--- src/rtl/oa_sparse_encoder_if.sv ---
// Activation-stream, tile-control and oaram-write signals of the sparse encoder.
// The master drives tile control and activations; the slave (encoder) drives oaram writes and status.
interface oa_sparse_encoder_if #(
  parameter int DATA_WIDTH  = 8,
  parameter int INDEX_WIDTH = 4,
  parameter int ADDR_WIDTH  = 10
);
  logic                   start;
  logic [ADDR_WIDTH-1:0]  base_addr;
  logic                   in_valid;
  logic                   in_ready;
  logic [DATA_WIDTH-1:0]  in_value;
  logic                   in_last;
  logic [DATA_WIDTH-1:0]  oaram_value;
  logic [INDEX_WIDTH-1:0] oaram_indices_value;
  logic [ADDR_WIDTH-1:0]  oaram_address;
  logic                   oaram_write_enable;
  logic                   done;
  logic [ADDR_WIDTH:0]    entry_count;
  logic                   overflow;

  modport master (
    output start, base_addr, in_valid, in_value, in_last,
    input  in_ready, oaram_value, oaram_indices_value, oaram_address,
           oaram_write_enable, done, entry_count, overflow
  );

  modport slave (
    input  start, base_addr, in_valid, in_value, in_last,
    output in_ready, oaram_value, oaram_indices_value, oaram_address,
           oaram_write_enable, done, entry_count, overflow
  );
endinterface

--- src/rtl/oa_sparse_encoder.sv ---
// Compresses a dense post-ReLU activation tile into (value, zero-run) pairs
// written to consecutive oaram addresses, with entry count and overflow status.
module oa_sparse_encoder #(
  parameter int DATA_WIDTH  = 8,
  parameter int INDEX_WIDTH = 4,
  parameter int ADDR_WIDTH  = 10,
  parameter int MAX_ENTRIES = 1024
) (
  input  logic                clk,
  input  logic                reset,
  oa_sparse_encoder_if.slave  bus
);

  typedef enum logic [1:0] {
    IDLE   = 2'd0,
    ENCODE = 2'd1,
    DONE   = 2'd2
  } state_t;

  localparam logic [INDEX_WIDTH-1:0] MAX_RUN   = '1;
  localparam logic [ADDR_WIDTH:0]    MAX_COUNT = (ADDR_WIDTH+1)'(MAX_ENTRIES);

  state_t                  state_r;
  state_t                  state_next_s;
  logic [ADDR_WIDTH-1:0]   wptr_r;
  logic [INDEX_WIDTH-1:0]  run_r;
  logic [INDEX_WIDTH-1:0]  run_next_s;
  logic [ADDR_WIDTH:0]     count_r;
  logic                    overflow_r;
  logic [DATA_WIDTH-1:0]   value_r;
  logic [INDEX_WIDTH-1:0]  index_r;
  logic [ADDR_WIDTH-1:0]   addr_r;
  logic                    we_r;
  logic                    done_r;
  logic                    in_ready_s;
  logic                    start_s;
  logic                    accept_s;
  logic                    emit_s;
  logic                    write_s;
  logic                    suppress_s;
  logic                    last_s;

  // Next-state, handshake and emit decision
  always_comb begin
    state_next_s = state_r;
    in_ready_s   = 1'b0;
    start_s      = 1'b0;
    accept_s     = 1'b0;
    emit_s       = 1'b0;
    run_next_s   = run_r;
    case (state_r)
      IDLE: begin
        if (bus.start) begin
          start_s      = 1'b1;
          state_next_s = ENCODE;
        end else begin
          state_next_s = IDLE;
        end
      end
      ENCODE: begin
        in_ready_s = 1'b1;
        accept_s   = bus.in_valid;
        if (bus.in_valid && bus.in_last) begin
          state_next_s = DONE;
        end else begin
          state_next_s = ENCODE;
        end
      end
      DONE: begin
        state_next_s = IDLE;
      end
      default: begin
        state_next_s = IDLE;
      end
    endcase

    // A saturated zero run is written out as a (0, MAX_RUN) entry so the run never wraps
    if (accept_s) begin
      if (bus.in_value != '0) begin
        emit_s     = 1'b1;
        run_next_s = '0;
      end else if (run_r == MAX_RUN) begin
        emit_s     = 1'b1;
        run_next_s = '0;
      end else begin
        run_next_s = run_r + INDEX_WIDTH'(1);
      end
    end else begin
      run_next_s = run_r;
    end

    write_s    = emit_s && (count_r != MAX_COUNT);
    suppress_s = emit_s && (count_r == MAX_COUNT);
    last_s     = accept_s && bus.in_last;
  end

  // State register
  always_ff @(posedge clk or posedge reset) begin
    if (reset) begin
      state_r <= IDLE;
    end else begin
      state_r <= state_next_s;
    end
  end

  // Tile bookkeeping: write pointer, zero run, entry count and sticky overflow
  always_ff @(posedge clk or posedge reset) begin
    if (reset) begin
      wptr_r     <= '0;
      run_r      <= '0;
      count_r    <= '0;
      overflow_r <= 1'b0;
    end else if (start_s) begin
      wptr_r     <= bus.base_addr;
      run_r      <= '0;
      count_r    <= '0;
      overflow_r <= 1'b0;
    end else begin
      run_r <= run_next_s;
      if (write_s) begin
        wptr_r  <= wptr_r + ADDR_WIDTH'(1);
        count_r <= count_r + (ADDR_WIDTH+1)'(1);
      end else begin
        wptr_r  <= wptr_r;
        count_r <= count_r;
      end
      if (suppress_s) begin
        overflow_r <= 1'b1;
      end else begin
        overflow_r <= overflow_r;
      end
    end
  end

  // Registered oaram write port and done strobe
  always_ff @(posedge clk or posedge reset) begin
    if (reset) begin
      value_r <= '0;
      index_r <= '0;
      addr_r  <= '0;
      we_r    <= 1'b0;
      done_r  <= 1'b0;
    end else begin
      we_r   <= write_s;
      done_r <= last_s;
      if (write_s) begin
        value_r <= bus.in_value;
        index_r <= run_r;
        addr_r  <= wptr_r;
      end else begin
        value_r <= value_r;
        index_r <= index_r;
        addr_r  <= addr_r;
      end
    end
  end

  assign bus.in_ready            = in_ready_s;
  assign bus.oaram_value         = value_r;
  assign bus.oaram_indices_value = index_r;
  assign bus.oaram_address       = addr_r;
  assign bus.oaram_write_enable  = we_r;
  assign bus.done                = done_r;
  assign bus.entry_count         = count_r;
  assign bus.overflow            = overflow_r;

endmodule

--- src/flat_wrapper.sv ---
// flat-port wrapper written by rule: the top's interface ports become plain ports
module oa_sparse_encoder_flat 
#(
  parameter int DATA_WIDTH  = 8,
  parameter int INDEX_WIDTH = 4,
  parameter int ADDR_WIDTH  = 10,
  parameter int MAX_ENTRIES = 1024
)
  (clk, reset, bus_start, bus_base_addr, bus_in_valid, bus_in_value, bus_in_last, bus_in_ready, bus_oaram_value, bus_oaram_indices_value, bus_oaram_address, bus_oaram_write_enable, bus_done, bus_entry_count, bus_overflow);
  oa_sparse_encoder_if #(.DATA_WIDTH(DATA_WIDTH), .INDEX_WIDTH(INDEX_WIDTH), .ADDR_WIDTH(ADDR_WIDTH)) bus_i ();
  input  logic clk;
  input  logic reset;
  input wire logic [$bits(bus_i.start)-1:0] bus_start;
  input wire logic [$bits(bus_i.base_addr)-1:0] bus_base_addr;
  input wire logic [$bits(bus_i.in_valid)-1:0] bus_in_valid;
  input wire logic [$bits(bus_i.in_value)-1:0] bus_in_value;
  input wire logic [$bits(bus_i.in_last)-1:0] bus_in_last;
  output wire logic [$bits(bus_i.in_ready)-1:0] bus_in_ready;
  output wire logic [$bits(bus_i.oaram_value)-1:0] bus_oaram_value;
  output wire logic [$bits(bus_i.oaram_indices_value)-1:0] bus_oaram_indices_value;
  output wire logic [$bits(bus_i.oaram_address)-1:0] bus_oaram_address;
  output wire logic [$bits(bus_i.oaram_write_enable)-1:0] bus_oaram_write_enable;
  output wire logic [$bits(bus_i.done)-1:0] bus_done;
  output wire logic [$bits(bus_i.entry_count)-1:0] bus_entry_count;
  output wire logic [$bits(bus_i.overflow)-1:0] bus_overflow;
  assign bus_i.start = bus_start;
  assign bus_i.base_addr = bus_base_addr;
  assign bus_i.in_valid = bus_in_valid;
  assign bus_i.in_value = bus_in_value;
  assign bus_i.in_last = bus_in_last;
  assign bus_in_ready = bus_i.in_ready;
  assign bus_oaram_value = bus_i.oaram_value;
  assign bus_oaram_indices_value = bus_i.oaram_indices_value;
  assign bus_oaram_address = bus_i.oaram_address;
  assign bus_oaram_write_enable = bus_i.oaram_write_enable;
  assign bus_done = bus_i.done;
  assign bus_entry_count = bus_i.entry_count;
  assign bus_overflow = bus_i.overflow;
  oa_sparse_encoder #(.DATA_WIDTH(DATA_WIDTH), .INDEX_WIDTH(INDEX_WIDTH), .ADDR_WIDTH(ADDR_WIDTH), .MAX_ENTRIES(MAX_ENTRIES)) u_core (.clk(clk), .reset(reset), .bus(bus_i));
endmodule
--- config.mk ---
export PLATFORM = sky130hd
export DESIGN_NAME = oa_sparse_encoder_flat
export DESIGN_NICKNAME = d
export VERILOG_FILES = /design/src/rtl/oa_sparse_encoder_if.sv /design/src/rtl/oa_sparse_encoder.sv /design/src/flat_wrapper.sv
export SDC_FILE = /design/constraint.sdc
export NUM_CORES = 1
export LEC_CHECK = 0
export ABC_AREA = 1
export BUFFER_PORTS_ARGS = -buffer_cell sky130_fd_sc_hd__buf_2
export CORE_UTILIZATION = 40
export DETAILED_ROUTE_END_ITERATION = 7
export GPL_ROUTABILITY_DRIVEN = 0
export HOLD_SLACK_MARGIN = 0.12
export SLEW_MARGIN = 25
export SYNTH_ARGS = -nofsm -noshare
export SYNTH_HDL_FRONTEND = slang
export SYNTH_SLANG_ARGS = --single-unit
export TNS_END_PERCENT = 10
--- constraint.sdc ---
create_clock -name clk -period 2.55 [get_ports clk]
set_input_delay 0.255 -clock clk [delete_from_list [all_inputs] [get_ports clk]]
set_output_delay 0.255 -clock clk [all_outputs]
set_load 0.02 [all_outputs]
==> results of run 1 <==
-- layer usage --
metal / track usage / wire [um] / vias to the layer above
met5: 0 / 0 / -
met3: 0.0275 / 258 / 6
met1: 0.267 / 3050 / 1080
li1: - / - / 1261
met2: 0.286 / 2660 / 56
met4: 0.0564 / 60 / 0
-- power by group --
part           total [mW]  switching, mW  internal, mW
Clock               0.582          0.286         0.296
Sequential           1.25          0.195          1.06
Combinational        1.17          0.798         0.372
Total                3.00           1.28          1.73
-- sequential cells by signal, indices dropped and copies added (netlist names) --
register / count
u_core.bus.entry_count: 11
u_core.bus.oaram_address: 10
u_core.wptr_r: 10
u_core.bus.oaram_value: 8
u_core.bus.oaram_indices_value: 4
u_core.run_r: 4
u_core.state_r: 2
u_core.bus.done: 1
u_core.bus.oaram_write_enable: 1
u_core.bus.overflow: 1
-- timing repair --
action	CTS	global route
endpoints found under the hold margin	28	0
buffers inserted	0	0
hold buffers	1	0
-- worst max-delay path, delay by kind of cell (launching register included) --
family                     cells  cell delay [ns]
DFF                            1             0.45
buffers and inverters          2             0.45
and+or+nand+nor                6             0.84
adders and majority gates      1             0.15
-- stage by stage --
stage	cell area, um2	total power [mW]
after floorplan	2700	2.11
after global placement	3040	2.43
after detailed placement	3040	2.45
after CTS	3170	3.04
after global routing	3170	3.25
final	3170	3.00
-- placed cells by master, fill, tap and decap left out, drive strengths merged, types with 3 or more instances in the layout --
cell,netlist,final
ha,4,4
buf,9,63
dfrtp,52,52
nor2,31,31
clkbuf,3,5
nand4,4,4
nand3,47,47
a21oi,3,3
inv,25,26
o21ai,14,14
nand2,161,161
xor2,5,5
-- cell type report --
class / instances / share of cell area
clock buffer: 5 / 0.0217
clock inverter: 3 / 0.0146
timing repair buffer: 64 / 0.106
multi-input combinational: 274 / 0.387
sequential: 52 / 0.411
inverter: 25 / 0.0296
tap: 77 / 0.0304
-- worst paths after layout --
path                                             end  slack (ns)  cells past startpoint                 startpoint
min                        u_core.bus.oaram_value[0]        0.15                      3            bus_in_value[0]
max in group asynchronous  u_core.bus.entry_count[2]        1.36                      4                      reset
max reg2reg                         u_core.wptr_r[6]        0.59                      9  u_core.bus.entry_count[0]
min reg2reg                u_core.bus.oaram_value[1]        0.48                      2  u_core.bus.oaram_value[1]
max                                 u_core.wptr_r[6]        0.59                      9  u_core.bus.entry_count[0]
min in group asynchronous           u_core.wptr_r[8]        0.57                      3                      reset
-- cell families (layout without fill, tap and decap cells) --
logic type / Yosys count / count (layout) / share of synthesized area
buffers and inverters: 37 / 97 / 0.0644
and+or+nand+nor: 246 / 246 / 0.381
xor gates and xnor gates: 6 / 6 / 0.0195
adders and majority gates: 4 / 4 / 0.0185
DFF: 52 / 52 / 0.482
AOI/OAI and AO/OA: 18 / 18 / 0.0343
==> flow_summary.toml, run 1 <==
[yosys]
synth_edf_count = 0
synth.most_common_cell = "nand2_1"
synth_top_area_frac = 0.482
ys_warn_count = 0
avgSynthCellArea_um2 = 7.44
netlist_area_um2 = 2700
ys_seq_area_frac = 0.482
synth_cell_types = 25
syn-num-nets = 390
synthArstFlopShare = 1.00
synth_area_leaders = "dfrtp_1 48%, nand2_1 22%, nand3_1 8.5%"
yosys-top-cells-count = "159 x nand2_1, 52 x dfrtp_1, 46 x nand3_1"
synthFlopType = "dfrtp_1"
synthCells = 363
ys_ff_latch = 52
synth_top_area_cell = "dfrtp_1"

[clock_tree]
clk_pin_slew_worst_paths_ns = 0.10
cts_buffers = 5
clock_path_buffers = 2
cts-root-buf = "clkbuf_8"
clock-sinks = 52
htree_levels = 2
cts_resized = 0
clk_latency_ns = 0.30
tritoncts = "yes"

[placed_design]
hpwl_um = 4270
port_buffers = 59
post-place-ws_ns = 0.597
place_inst = 491

[floorplanning]
core_um2 = 6420
die_width_um = 84.2
std_cell_rows = 29
start_util = 0.420
io_pins = 60
die_area_um2 = 7080
die_h_um = 84.2

[route]
vias = 2403
wl_per_cell_um = 12.1
drcViolationCount = 16
first_pass_iters = 6
drtAntennaViolNets = 0
drt_iter0_drc = 128
viasPerCell = 4.81
wl_um = 6040

[power_and_ir_drop]
peakVddDrop_uv = 379
powerDensity_nw_per_um2 = 949
leakagePower_nw = 1.75

[status]
violations = "DRC"
status = "finished, violations left"

[sta]
hold_violations = 0
fin_crit_ns = 1.96
fin_ws_ns = 0.592
finalSetupViolCount = 0
rsz0062_at_grt = "no"
worst_slew_pin_slew_ns = 0.628
maxSlewHeadroom = 0.581
slew_viol_final = 0
whs_ns = 0.154
fin_crit_sh = 0.768
fin_skew_ns = 0.00522
fmax_ghz = 0.511
fin_setup_tns_ns = 0

[setup_path]
cp.arrival_ns = 2.20
end_kind = "flip-flop"
start_kind = "flip-flop"
crit_chain = "inv_1 -> ha_1 -> nand2_1 -> nor3_1 -> nand2_2 -> nand3_4 -> buf_4 -> nand3_1 -> nand2_1"
crit_top_cell = "nand2_1"
crit_required_ns = 2.80
cpMaxStageDelayCell = "dfrtp_1"
worstSetupPathType = "reg2reg"
cp_max_fo = 28
max_stage_delay_ns = 0.45

[worst_hold_path]
hold_class = "in2reg"

[layout]
final_cells = 500
finish.utilization = 0.493
ff_latch_area_um2 = 1300
syn_to_final_growth_pct = 17.3
drive_above_1_share = 0.187
nNetsFinal = 449
antenna_cells = 0
n_fill_cell = 659
multi_input_area_um2 = 1220

[grt]
grt_pass1_wl_um = 10600
track_usage = 0.184
grt_pass1_vias = 2244
overflow = 0
grt_max_degree = 37
antenna_found_initial = 0

[flow_run]
max_cap_violations = 0
Power figures use the tool's default switching activity.
==> inputs of run 2 (changes only) <==
--- a/config.mk
+++ b/config.mk
@@ -5,12 +5,13 @@
 export SDC_FILE = /design/constraint.sdc
 export NUM_CORES = 1
 export LEC_CHECK = 0
-export ABC_AREA = 1
+export ABC_AREA = 0
 export BUFFER_PORTS_ARGS = -buffer_cell sky130_fd_sc_hd__buf_2
 export CORE_UTILIZATION = 40
 export DETAILED_ROUTE_END_ITERATION = 7
 export GPL_ROUTABILITY_DRIVEN = 0
 export HOLD_SLACK_MARGIN = 0.12
+export PLACE_DENSITY = 0.65
 export SLEW_MARGIN = 25
 export SYNTH_ARGS = -nofsm -noshare
 export SYNTH_HDL_FRONTEND = slang
==> constraint.sdc (replaced) <==
create_clock -name clk -period 1.8 [get_ports clk]
set_input_delay 0.18 -clock clk [delete_from_list [all_inputs] [get_ports clk]]
set_output_delay 0.18 -clock clk [all_outputs]
set_load 0.02 [all_outputs]
==> run 2 against run 1 <==
The flow now finishes without violations. Sequential power is 43% higher. Register-to-register slack worse by 0.49 ns. First-iteration DRC count is 14% lower. Final cell count is 17% lower. Sequential share of layout area is 0.26 points lower. Synthesized area is 11% lower. Global-route usage is 1.5 points higher. Worst hold slack worse by 0.027 ns. Non-clock buffer count is 29 higher. Clock skew is 0.0088 ns higher. Cell area is 0.63% higher. Critical path type is now in2reg. Critical endpoint is now u_core.wptr_r[8]. Largest cell class unchanged. Highest routed layer unchanged.
==> flow_summary.toml, run 2 <==
[sta]
hold_violations = 0
rsz0062_at_grt = "yes"
slew_viol_final = 0
fin_setup_tns_ns = 0
fin_crit_ns = 1.74
fmax_ghz = 0.576
fin_ws_ns = 0.0631
fin_crit_sh = 0.965
finalSetupViolCount = 0
fin_skew_ns = 0.0141
whs_ns = 0.127
maxSlewHeadroom = 0.701
worst_slew_pin_slew_ns = 0.447

[layout]
largest_reg_flops = 11
multi_input_area_um2 = 1080
syn_to_final_growth_pct = 32.5
design_area_um2 = 3190
finish.utilization = 0.565
final_cells = 415
antenna_cells = 0
n_fill_cell = 501
drive_above_1_share = 0.306
final_common_cell = "nand2_1"
nNetsFinal = 369
ff_latch_area_um2 = 1300
most-common-layout-cells = "82 x nand2_1, 58 x buf_2, 52 x dfrtp_1"

[yosys]
netlist_area_um2 = 2400
syn-num-nets = 277
synth_cell_types = 39
synth_edf_count = 0
ys_warn_count = 0
synth_fa_ha_area_frac = 0.0208
synthCells = 250
muxShareOfSynthArea = 0.00832
synth-compound-area-share = 0.0869
synthArstFlopShare = 1.00
synth_area_leaders = "dfrtp_1 54%, nand2_1 13%, nor2_1 3.0%"
synthFlopType = "dfrtp_1"
avgSynthCellArea_um2 = 9.62
synth_top_area_frac = 0.541
ys_ff_latch = 52
synth_top_area_cell = "dfrtp_1"
synth_top_family_by_area = "simple AND/OR/NAND/NOR gates"
synthXorXnorAreaFrac = 0.0328
ys_seq_area_frac = 0.541
synthSimpleGateAreaFrac = 0.283
yosys-top-cells-count = "82 x nand2_1, 52 x dfrtp_1, 19 x nor2_1"
synth.most_common_cell = "nand2_1"

[setup_path]
crit_chain = "dlygate4sd3_1 -> buf_6 -> nor4_4 -> buf_4 -> a31o_4 -> nor3b_4 -> a311oi_2 -> nor3b_1"
cpMaxStageDelayCell = "dlygate4sd3_1"
start_kind = "input pin"
worstSetupPathType = "in2reg"
cp_max_fo = 6
crit_required_ns = 2.03
cp.arrival_ns = 1.97
end_kind = "flip-flop"
max_stage_delay_ns = 0.57

[power_and_ir_drop]
peakVddDrop_uv = 528
leakagePower_nw = 1.62
powerDensity_nw_per_um2 = 1290
p_total_mw = 4.11

[route]
wl_per_cell_um = 14.0
vias = 2098
drtAntennaViolNets = 0
highest_layer = "met4"
first_pass_iters = 4
dr_wl_met2_um = 2770
m1WireLength_um = 2760
wl_met3_um = 210
drcViolationCount = 0
viasPerCell = 5.06
wl_um = 5820
drt_iter0_drc = 110

[grt]
track_usage = 0.200
grt_pass1_vias = 2006
grt_max_degree = 34
overflow = 0
antenna_found_initial = 0
grt_pass1_wl_um = 9680

[clock_tree]
htree_levels = 2
clock-sinks = 52
tritoncts = "yes"
cts_buffers = 5
cts-root-buf = "clkbuf_8"
clk_pin_slew_worst_paths_ns = 0.10
clock_path_buffers = 2
clk_latency_ns = 0.31

[placed_design]
place_inst = 388
post-place-ws_ns = -0.0408
placed_cell_area_um2 = 2870
port_buffers = 59
hpwl_um = 3950

[floorplanning]
core_um2 = 5640
start_util = 0.426
die_h_um = 79.5
std_cell_rows = 27
die_width_um = 79.5
die_area_um2 = 6330
io_pins = 60

[flow_run]
max_cap_violations = 0

[status]
status = "completed"

[worst_hold_path]
hold_class = "in2reg"
## run 2: worst paths after layout
check / from / endpoint / slack [ns] / cells after the start
max: bus_in_value[0] / u_core.wptr_r[8] / 0.06 / 8
min: bus_base_addr[1] / u_core.wptr_r[1] / 0.13 / 3
max reg2reg: u_core.run_r[0] / u_core.wptr_r[8] / 0.10 / 6
min reg2reg: u_core.bus.oaram_address[3] / u_core.bus.oaram_address[3] / 0.47 / 2
max in group asynchronous: reset / u_core.bus.oaram_address[3] / 0.86 / 4
min in group asynchronous: reset / u_core.bus.oaram_address[5] / 0.42 / 3
## run 2: power breakdown
part / switching (mW) / internal, mW
registers: 0.265 / 1.52
logic: 1.03 / 0.621
clock network: 0.396 / 0.277
total: 1.69 / 2.42
## run 2: timing repair
item                       in CTS  in global routing
pin swaps                       1                  6
resized for setup               3                  7
hold buffers                   12                  0
hold endpoints to repair       30                  0
setup endpoints to repair       4                 34
gates cloned                    0                  0
buffers inserted                0                  7
## run 2: layer usage
metal  vias to the layer above  global-route usage
met5                         -                   0
met4                         0              0.0655
met3                         7              0.0354
met2                        65               0.315
met1                       993               0.276
li1                       1033                   -
## run 2: cell type report
class                   count  area share
clock buffers               5      0.0216
repair buffers             93       0.188
flip-flops and latches     52       0.408
inverters                   6     0.00864
clock inverters             3     0.00667
well taps                  72      0.0283
multi-input cells         184       0.338
## run 2: cell families (layout without fill, tap and decap cells)
| kind of cell | Yosys count | count (layout) |
|---|---|---|
| muxes | 2 | 2 |
| adders and majority gates | 4 | 4 |
| and+or+nand+nor | 141 | 141 |
| buffers and inverters | 14 | 107 |
| DFF | 52 | 52 |
| xor gates and xnor gates | 9 | 9 |
| AOI/OAI and AO/OA | 28 | 28 |
## run 2: critical path, delay by kind of cell
kind | cells | cell delay, ns
buf+inv | 3 | 0.84
simple gates | 3 | 0.55
compound gates | 2 | 0.39
